**src/rtl/uart_tx_scheduler.sv**
```systemverilog
//------------------------------------------------------------------------------
// uart_tx_scheduler
//
// Round-robin scheduler that shares one UART transmitter between NREQ byte
// requesters. One byte is accepted per grant and latched. The transmitter gets
// a one-cycle tx_start with the byte on tx_din. The scheduler then waits for
// tx_done and holds off for GAP_CYCLES idle cycles before it arbitrates again.
// A frame that never completes is abandoned after TIMEOUT cycles.
//
// Optional build macro:
//   UART_SCHED_HDR_EN  - each grant sends a header byte
//                        {2'b11, zeros, grant_id} followed by the data byte.
//                        Without the macro, one data frame is sent per grant.
//
// Parameters:
//   NREQ        number of requesters (2..8)
//   DBIT        data bits per frame
//   GAP_CYCLES  idle cycles after the final tx_done before the next grant
//   TIMEOUT     cycles allowed per frame in a wait state, 0 disables the limit
//
// Ports:
//   clk          system clock
//   reset_n      asynchronous active-low reset
//   req_valid    [NREQ]       requester i has a byte pending
//   req_data     [NREQ*DBIT]  byte of requester i at [i*DBIT +: DBIT]
//   req_ready    [NREQ]       one-hot accept pulse to the winner
//   tx_start     start pulse to the transmitter
//   tx_din       [DBIT]       byte to the transmitter, held until the next grant
//   tx_done      completion tick from the transmitter
//   grant_id     [clog2 NREQ] index of the last granted requester
//   busy         high in every state except IDLE
//   timeout_err  one-cycle pulse when a frame is abandoned
//------------------------------------------------------------------------------
module uart_tx_scheduler #(
    parameter int NREQ       = 4,
    parameter int DBIT       = 8,
    parameter int GAP_CYCLES = 16,
    parameter int TIMEOUT    = 65535
) (
    input  logic                      clk,
    input  logic                      reset_n,
    input  logic [NREQ-1:0]           req_valid,
    input  logic [NREQ*DBIT-1:0]      req_data,
    output logic [NREQ-1:0]           req_ready,
    output logic                      tx_start,
    output logic [DBIT-1:0]           tx_din,
    input  logic                      tx_done,
    output logic [$clog2(NREQ)-1:0]   grant_id,
    output logic                      busy,
    output logic                      timeout_err
);

    localparam int ID_W    = $clog2(NREQ);
    localparam int CNT_MAX = (GAP_CYCLES > TIMEOUT) ? GAP_CYCLES : TIMEOUT;
    // The counter only ever has to reach CNT_MAX-1.
    localparam int CNT_W   = (CNT_MAX < 2) ? 1 : $clog2(CNT_MAX);

    localparam logic [CNT_W-1:0] GAP_LAST = CNT_W'((GAP_CYCLES > 0) ? GAP_CYCLES - 1 : 0);
    localparam logic [CNT_W-1:0] TO_LAST  = CNT_W'((TIMEOUT > 0) ? TIMEOUT - 1 : 0);
    localparam logic [ID_W-1:0]  PTR_RST  = ID_W'(NREQ - 1);
    localparam logic [ID_W:0]    NREQ_X   = (ID_W+1)'(NREQ);

    typedef enum logic [2:0] {
        S_IDLE,
        S_HDR_START,
        S_HDR_WAIT,
        S_START,
        S_WAIT_DONE,
        S_GAP
    } state_t;

    state_t             state_q, state_d;
    logic [ID_W-1:0]    ptr_q, ptr_d;
    logic [DBIT-1:0]    tx_din_q, tx_din_d;
    logic [ID_W-1:0]    grant_id_q, grant_id_d;
    logic [CNT_W-1:0]   cnt_q, cnt_d;
    logic               timeout_err_q, timeout_err_d;
    logic [NREQ-1:0]    req_ready_c;

`ifdef UART_SCHED_HDR_EN
    logic [DBIT-1:0]    data_hold_q, data_hold_d;

    // Header byte: two marker bits on top, requester index at the bottom.
    function automatic logic [DBIT-1:0] hdr_byte(input logic [ID_W-1:0] id);
        logic [DBIT-1:0] b;
        b              = '0;
        b[DBIT-1 -: 2] = 2'b11;
        b[ID_W-1:0]    = id;
        return b;
    endfunction
`endif

    // Round-robin winner search, starting one past the last winner.
    logic               win_found;
    logic [ID_W-1:0]    win_idx;
    logic [ID_W:0]      cand;
    logic [DBIT-1:0]    win_data;

    always_comb begin
        win_found = 1'b0;
        win_idx   = '0;
        cand      = '0;
        for (int k = 1; k <= NREQ; k++) begin
            cand = {1'b0, ptr_q} + (ID_W+1)'(k);
            if (cand >= NREQ_X) begin
                cand = cand - NREQ_X;
            end
            if (!win_found && req_valid[cand[ID_W-1:0]]) begin
                win_found = 1'b1;
                win_idx   = cand[ID_W-1:0];
            end
        end
        win_data = req_data[int'(win_idx)*DBIT +: DBIT];
    end

    // Next-state and datapath updates.
    always_comb begin
        state_d       = state_q;
        ptr_d         = ptr_q;
        tx_din_d      = tx_din_q;
        grant_id_d    = grant_id_q;
        cnt_d         = cnt_q;
        timeout_err_d = 1'b0;
        req_ready_c   = '0;
`ifdef UART_SCHED_HDR_EN
        data_hold_d   = data_hold_q;
`endif

        unique case (state_q)
            S_IDLE: begin
                cnt_d = '0;
                if (win_found) begin
                    req_ready_c[win_idx] = 1'b1;
                    ptr_d                = win_idx;
                    grant_id_d           = win_idx;
`ifdef UART_SCHED_HDR_EN
                    tx_din_d             = hdr_byte(win_idx);
                    data_hold_d          = win_data;
                    state_d              = S_HDR_START;
`else
                    tx_din_d             = win_data;
                    state_d              = S_START;
`endif
                end
            end

`ifdef UART_SCHED_HDR_EN
            S_HDR_START: begin
                cnt_d   = '0;
                state_d = S_HDR_WAIT;
            end

            S_HDR_WAIT: begin
                if (tx_done) begin
                    tx_din_d = data_hold_q;
                    cnt_d    = '0;
                    state_d  = S_START;
                end else if ((TIMEOUT != 0) && (cnt_q == TO_LAST)) begin
                    // Header lost: the data byte is dropped with it.
                    timeout_err_d = 1'b1;
                    cnt_d         = '0;
                    state_d       = S_IDLE;
                end else if (TIMEOUT != 0) begin
                    cnt_d = cnt_q + CNT_W'(1);
                end
            end
`endif

            S_START: begin
                cnt_d   = '0;
                state_d = S_WAIT_DONE;
            end

            S_WAIT_DONE: begin
                if (tx_done) begin
                    cnt_d   = '0;
                    state_d = (GAP_CYCLES == 0) ? S_IDLE : S_GAP;
                end else if ((TIMEOUT != 0) && (cnt_q == TO_LAST)) begin
                    timeout_err_d = 1'b1;
                    cnt_d         = '0;
                    state_d       = S_IDLE;
                end else if (TIMEOUT != 0) begin
                    cnt_d = cnt_q + CNT_W'(1);
                end
            end

            S_GAP: begin
                if (cnt_q == GAP_LAST) begin
                    cnt_d   = '0;
                    state_d = S_IDLE;
                end else begin
                    cnt_d = cnt_q + CNT_W'(1);
                end
            end

            default: begin
                cnt_d   = '0;
                state_d = S_IDLE;
            end
        endcase
    end

    always_ff @(posedge clk or negedge reset_n) begin
        if (!reset_n) begin
            state_q       <= S_IDLE;
            ptr_q         <= PTR_RST;
            tx_din_q      <= '0;
            grant_id_q    <= '0;
            cnt_q         <= '0;
            timeout_err_q <= 1'b0;
`ifdef UART_SCHED_HDR_EN
            data_hold_q   <= '0;
`endif
        end else begin
            state_q       <= state_d;
            ptr_q         <= ptr_d;
            tx_din_q      <= tx_din_d;
            grant_id_q    <= grant_id_d;
            cnt_q         <= cnt_d;
            timeout_err_q <= timeout_err_d;
`ifdef UART_SCHED_HDR_EN
            data_hold_q   <= data_hold_d;
`endif
        end
    end

    // req_ready is a same-cycle grant, so it is combinational from IDLE.
    // Gating with reset_n keeps it low while reset is asserted even though
    // IDLE would otherwise answer a pending request.
    assign req_ready   = reset_n ? req_ready_c : '0;
    assign tx_start    = (state_q == S_START) || (state_q == S_HDR_START);
    assign tx_din      = tx_din_q;
    assign grant_id    = grant_id_q;
    assign busy        = (state_q != S_IDLE);
    assign timeout_err = timeout_err_q;

endmodule
```
**config.mk**
```make
export PLATFORM = sky130hd
export DESIGN_NAME = uart_tx_scheduler
export DESIGN_NICKNAME = d
export VERILOG_FILES = /design/src/rtl/uart_tx_scheduler.sv
export SDC_FILE = /design/constraint.sdc
export NUM_CORES = 1
export LEC_CHECK = 0
export ABC_AREA = 1
export CORE_MARGIN = 5
export CORE_UTILIZATION = 45
export DETAILED_ROUTE_END_ITERATION = 6
export GPL_ROUTABILITY_DRIVEN = 0
export PLACE_DENSITY = 0.71
export SLEW_MARGIN = 25
export SYNTH_ARGS = -nofsm -noshare
export SYNTH_HDL_FRONTEND = slang
export SYNTH_SLANG_ARGS = --single-unit
```
**constraint.sdc**
```tcl
create_clock -name clk -period 4.1 [get_ports clk]
set_input_delay 0.82 -clock clk [delete_from_list [all_inputs] [get_ports clk]]
set_output_delay 0.82 -clock clk [all_outputs]
set_load 0.01 [all_outputs]
```
==> flow_summary.ini <==
[run_status]
status = finished, final reports clean

[sta]
skew_ps = 5.400
min_period_ps = 3826
timing.final.max_slew_violations = 0
rsz0062_at_grt = no
finalSetupTns_ps = 0
period_share = 0.9332
final_hold_viol_count = 0
worstMarginPinSlew_ps = 609.5
slew_headroom = 0.5899
setup_ws_ps = 273.9
max_freq_mhz = 261.4
setup_violations = 0
timing.hold.ws_ps = 482.9

[floorplan]
rows = 25
fp.dieArea_mm2 = 0.006262
pin_count = 56
die_y_um = 79.14
die_w_um = 79.14
start_util = 0.4584
core_mm2 = 0.004692

[route]
firstDrtPassIters = 4
dr_total_vias = 2077
drt_wl_total_mm = 5.202
drc = 0
drt-initial-drc-count = 85
via_per_inst = 4.887
ant_nets = 0
avgRoutedWirePerCell_um = 12.24

[clock_network]
cts_hold_buffers = 0
root_buffer = clkbuf_8
post_cts_buffers = 0
cts.path.max_buffers = 2
cts.sinks = 32
cts.repair.resized = 0
cts_made_buffers = 5
clock_latency_ps = 280
cts_tree = built
htreeDepth = 2
clk_pin_slew_ps = 60

[setup_path]
cp_cell_sequence = clkdlybuf4s50_1, inv_1, nand2_1, nand3_1, nand2_2, nor2_8, nand3_1, nand3_2, inv_2, nor4_1, clkdlybuf4s50_1
end_kind = output pin
critPathMaxFanout = 9
crit_type = input pin to output pin
crit_buf_inv = 4
crit_slowest_cell = clkdlybuf4s50_1
max_stage_delay_ps = 600
startpoint_type = input pin
arrival_ps = 3010
crit_required_ps = 3280
critPathTopFamily = buffers and inverters

[grt]
grt_usage = 0.1829
grt_pass1_vias = 2023
grt_max_degree = 31
grt_overflow_total = 0
grt_pass1_wl_mm = 9.190
antenna_found_initial = 0

[synth]
ys_seq_area_frac = 0.3735
syn_inst = 310
syn_nets = 351
syn_area_mm2 = 0.002151
syn_area_per_cell_um2 = 6.938
synth_warnings = 0
synth_cell_types = 30
ys_seq_elements = 32

[layout]
fillCellCount = 470
n_antenna_cell = 0
drive_gt1_frac = 0.1051
design_area_mm2 = 0.002840
final_common_cell = nand2_1
final_nets = 411
area_growth_pct = 32.05
final_cell_mix = nand2_1, clkdlybuf4s50_1, inv_1
fin_util = 0.6053

[placement]
place_hpwl_mm = 3.995
post_dp_cell_area_mm2 = 0.002750
portBuffers = 55
post-place-ws_ps = 280.0

[min_path]
holdCritPathClass = register to register

[run]
cap_violations = 0

[power]
vdd_drop_max_uv = 100.1
power.density_mw_per_mm2 = 231.8
p_leak_nw = 1.477
[through the flow]
step / power, mW / instances
floorplan: 0.3682 / 310
global placement: 0.4180 / 417
detailed placement: 0.4182 / 417
CTS: 0.6665 / 425
global route: 0.6963 / 425
finish: 0.6584 / 425
[kinds of logic (layout without fill, tap and decap cells)]
logic type | after synthesis | in the layout | share of synthesized area
AND/OR/NAND/NOR | 192 | 192 | 0.4183
buffers and inverters | 60 | 121 | 0.1193
flip-flops | 32 | 32 | 0.3735
AO/OA/AOI/OAI | 18 | 18 | 0.05294
XOR/XNOR | 6 | 6 | 0.02443
adder cells (fa/ha/maj) | 2 | 2 | 0.01163
[power by group]
part	internal, mW	total [mW]	switching, mW
combinational	0.0499	0.0956	0.0457
clock	0.137	0.247	0.110
sequential	0.316	0.316	0
total	0.503	0.658	0.156
[routing by layer]
metal  up-vias  global-route usage  part of all wire
li1       1096                   -                 -
met1       924              0.2348              0.46
met2        51              0.3056              0.48
met3         6             0.04308             0.057
met4         0             0.05326            0.0098
met5         -                   0                 0
[sequential cells by signal, indices dropped and copies added, names as in the netlist]
name	cells
cnt_q	16
tx_din	8
state_q	3
grant_id	2
ptr_q	2
timeout_err	1
[final timing paths]
| path | slack, ps | start | to | cells after the start |
|---|---|---|---|---|
| setup / recovery | 270 | req_valid[1] | req_ready[3] | 11 |
| setup reg to reg | 1950 | ptr_q[0]$_DFFE_PN1P_ | tx_din[2]$_DFFE_PN0P_ | 10 |
| min in group asynchronous | 780 | reset_n | tx_din[6]$_DFFE_PN0P_ | 1 |
| hold / removal | 480 | tx_din[1]$_DFFE_PN0P_ | tx_din[1]$_DFFE_PN0P_ | 2 |
| max in group asynchronous | 2610 | reset_n | ptr_q[1]$_DFFE_PN1P_ | 2 |
| hold reg to reg | 480 | tx_din[1]$_DFFE_PN0P_ | tx_din[1]$_DFFE_PN0P_ | 2 |
[synth_stat cells]
cell type / instances / area (um^2)
nand2_2: 14 / 87.58
nor3_1: 7 / 35.03
nand3_1: 38 / 190.2
nor2_1: 27 / 101.4
nand4_1: 3 / 18.77
xor2_1: 2 / 17.52
a31oi_1: 2 / 12.51
nor2_8: 1 / 20.02
inv_1: 47 / 176.4
ha_1: 2 / 25.02
a21oi_1: 5 / 25.02
o21ai_1: 1 / 5.000
a211oi_1: 1 / 7.510
o21ai_0: 2 / 10.01
nor4_1: 6 / 37.54
nor2_4: 1 / 11.26
buf_6: 3 / 33.78
xnor2_1: 4 / 35.03
buf_2: 3 / 15.01
o211ai_1: 5 / 37.54
dfrtp_1: 30 / 750.7
o22ai_1: 1 / 6.260
inv_6: 1 / 8.760
nand3_4: 2 / 35.03
dfstp_2: 2 / 52.55
nand2_4: 1 / 11.26
nand3_2: 1 / 10.01
inv_2: 6 / 22.52
nand2_1: 91 / 341.6
a41o_1: 1 / 10.01
[cell type report]
class / count / area (um^2) / area share
inverters: 54 / 207.7 / 0.07313
flip-flops and latches: 32 / 803.3 / 0.2828
clock buffers: 8 / 90.09 / 0.03172
multi-input cells: 218 / 1091 / 0.3841
well taps: 54 / 67.56 / 0.02379
repair buffers: 59 / 580.6 / 0.2044
[tightest hold or removal path, stage by stage, from the launching register on]
cell	delay [ps]
dfrtp_1	340
nand2_1	60
nand2_1	50
(Power assumes the default switching activity.)
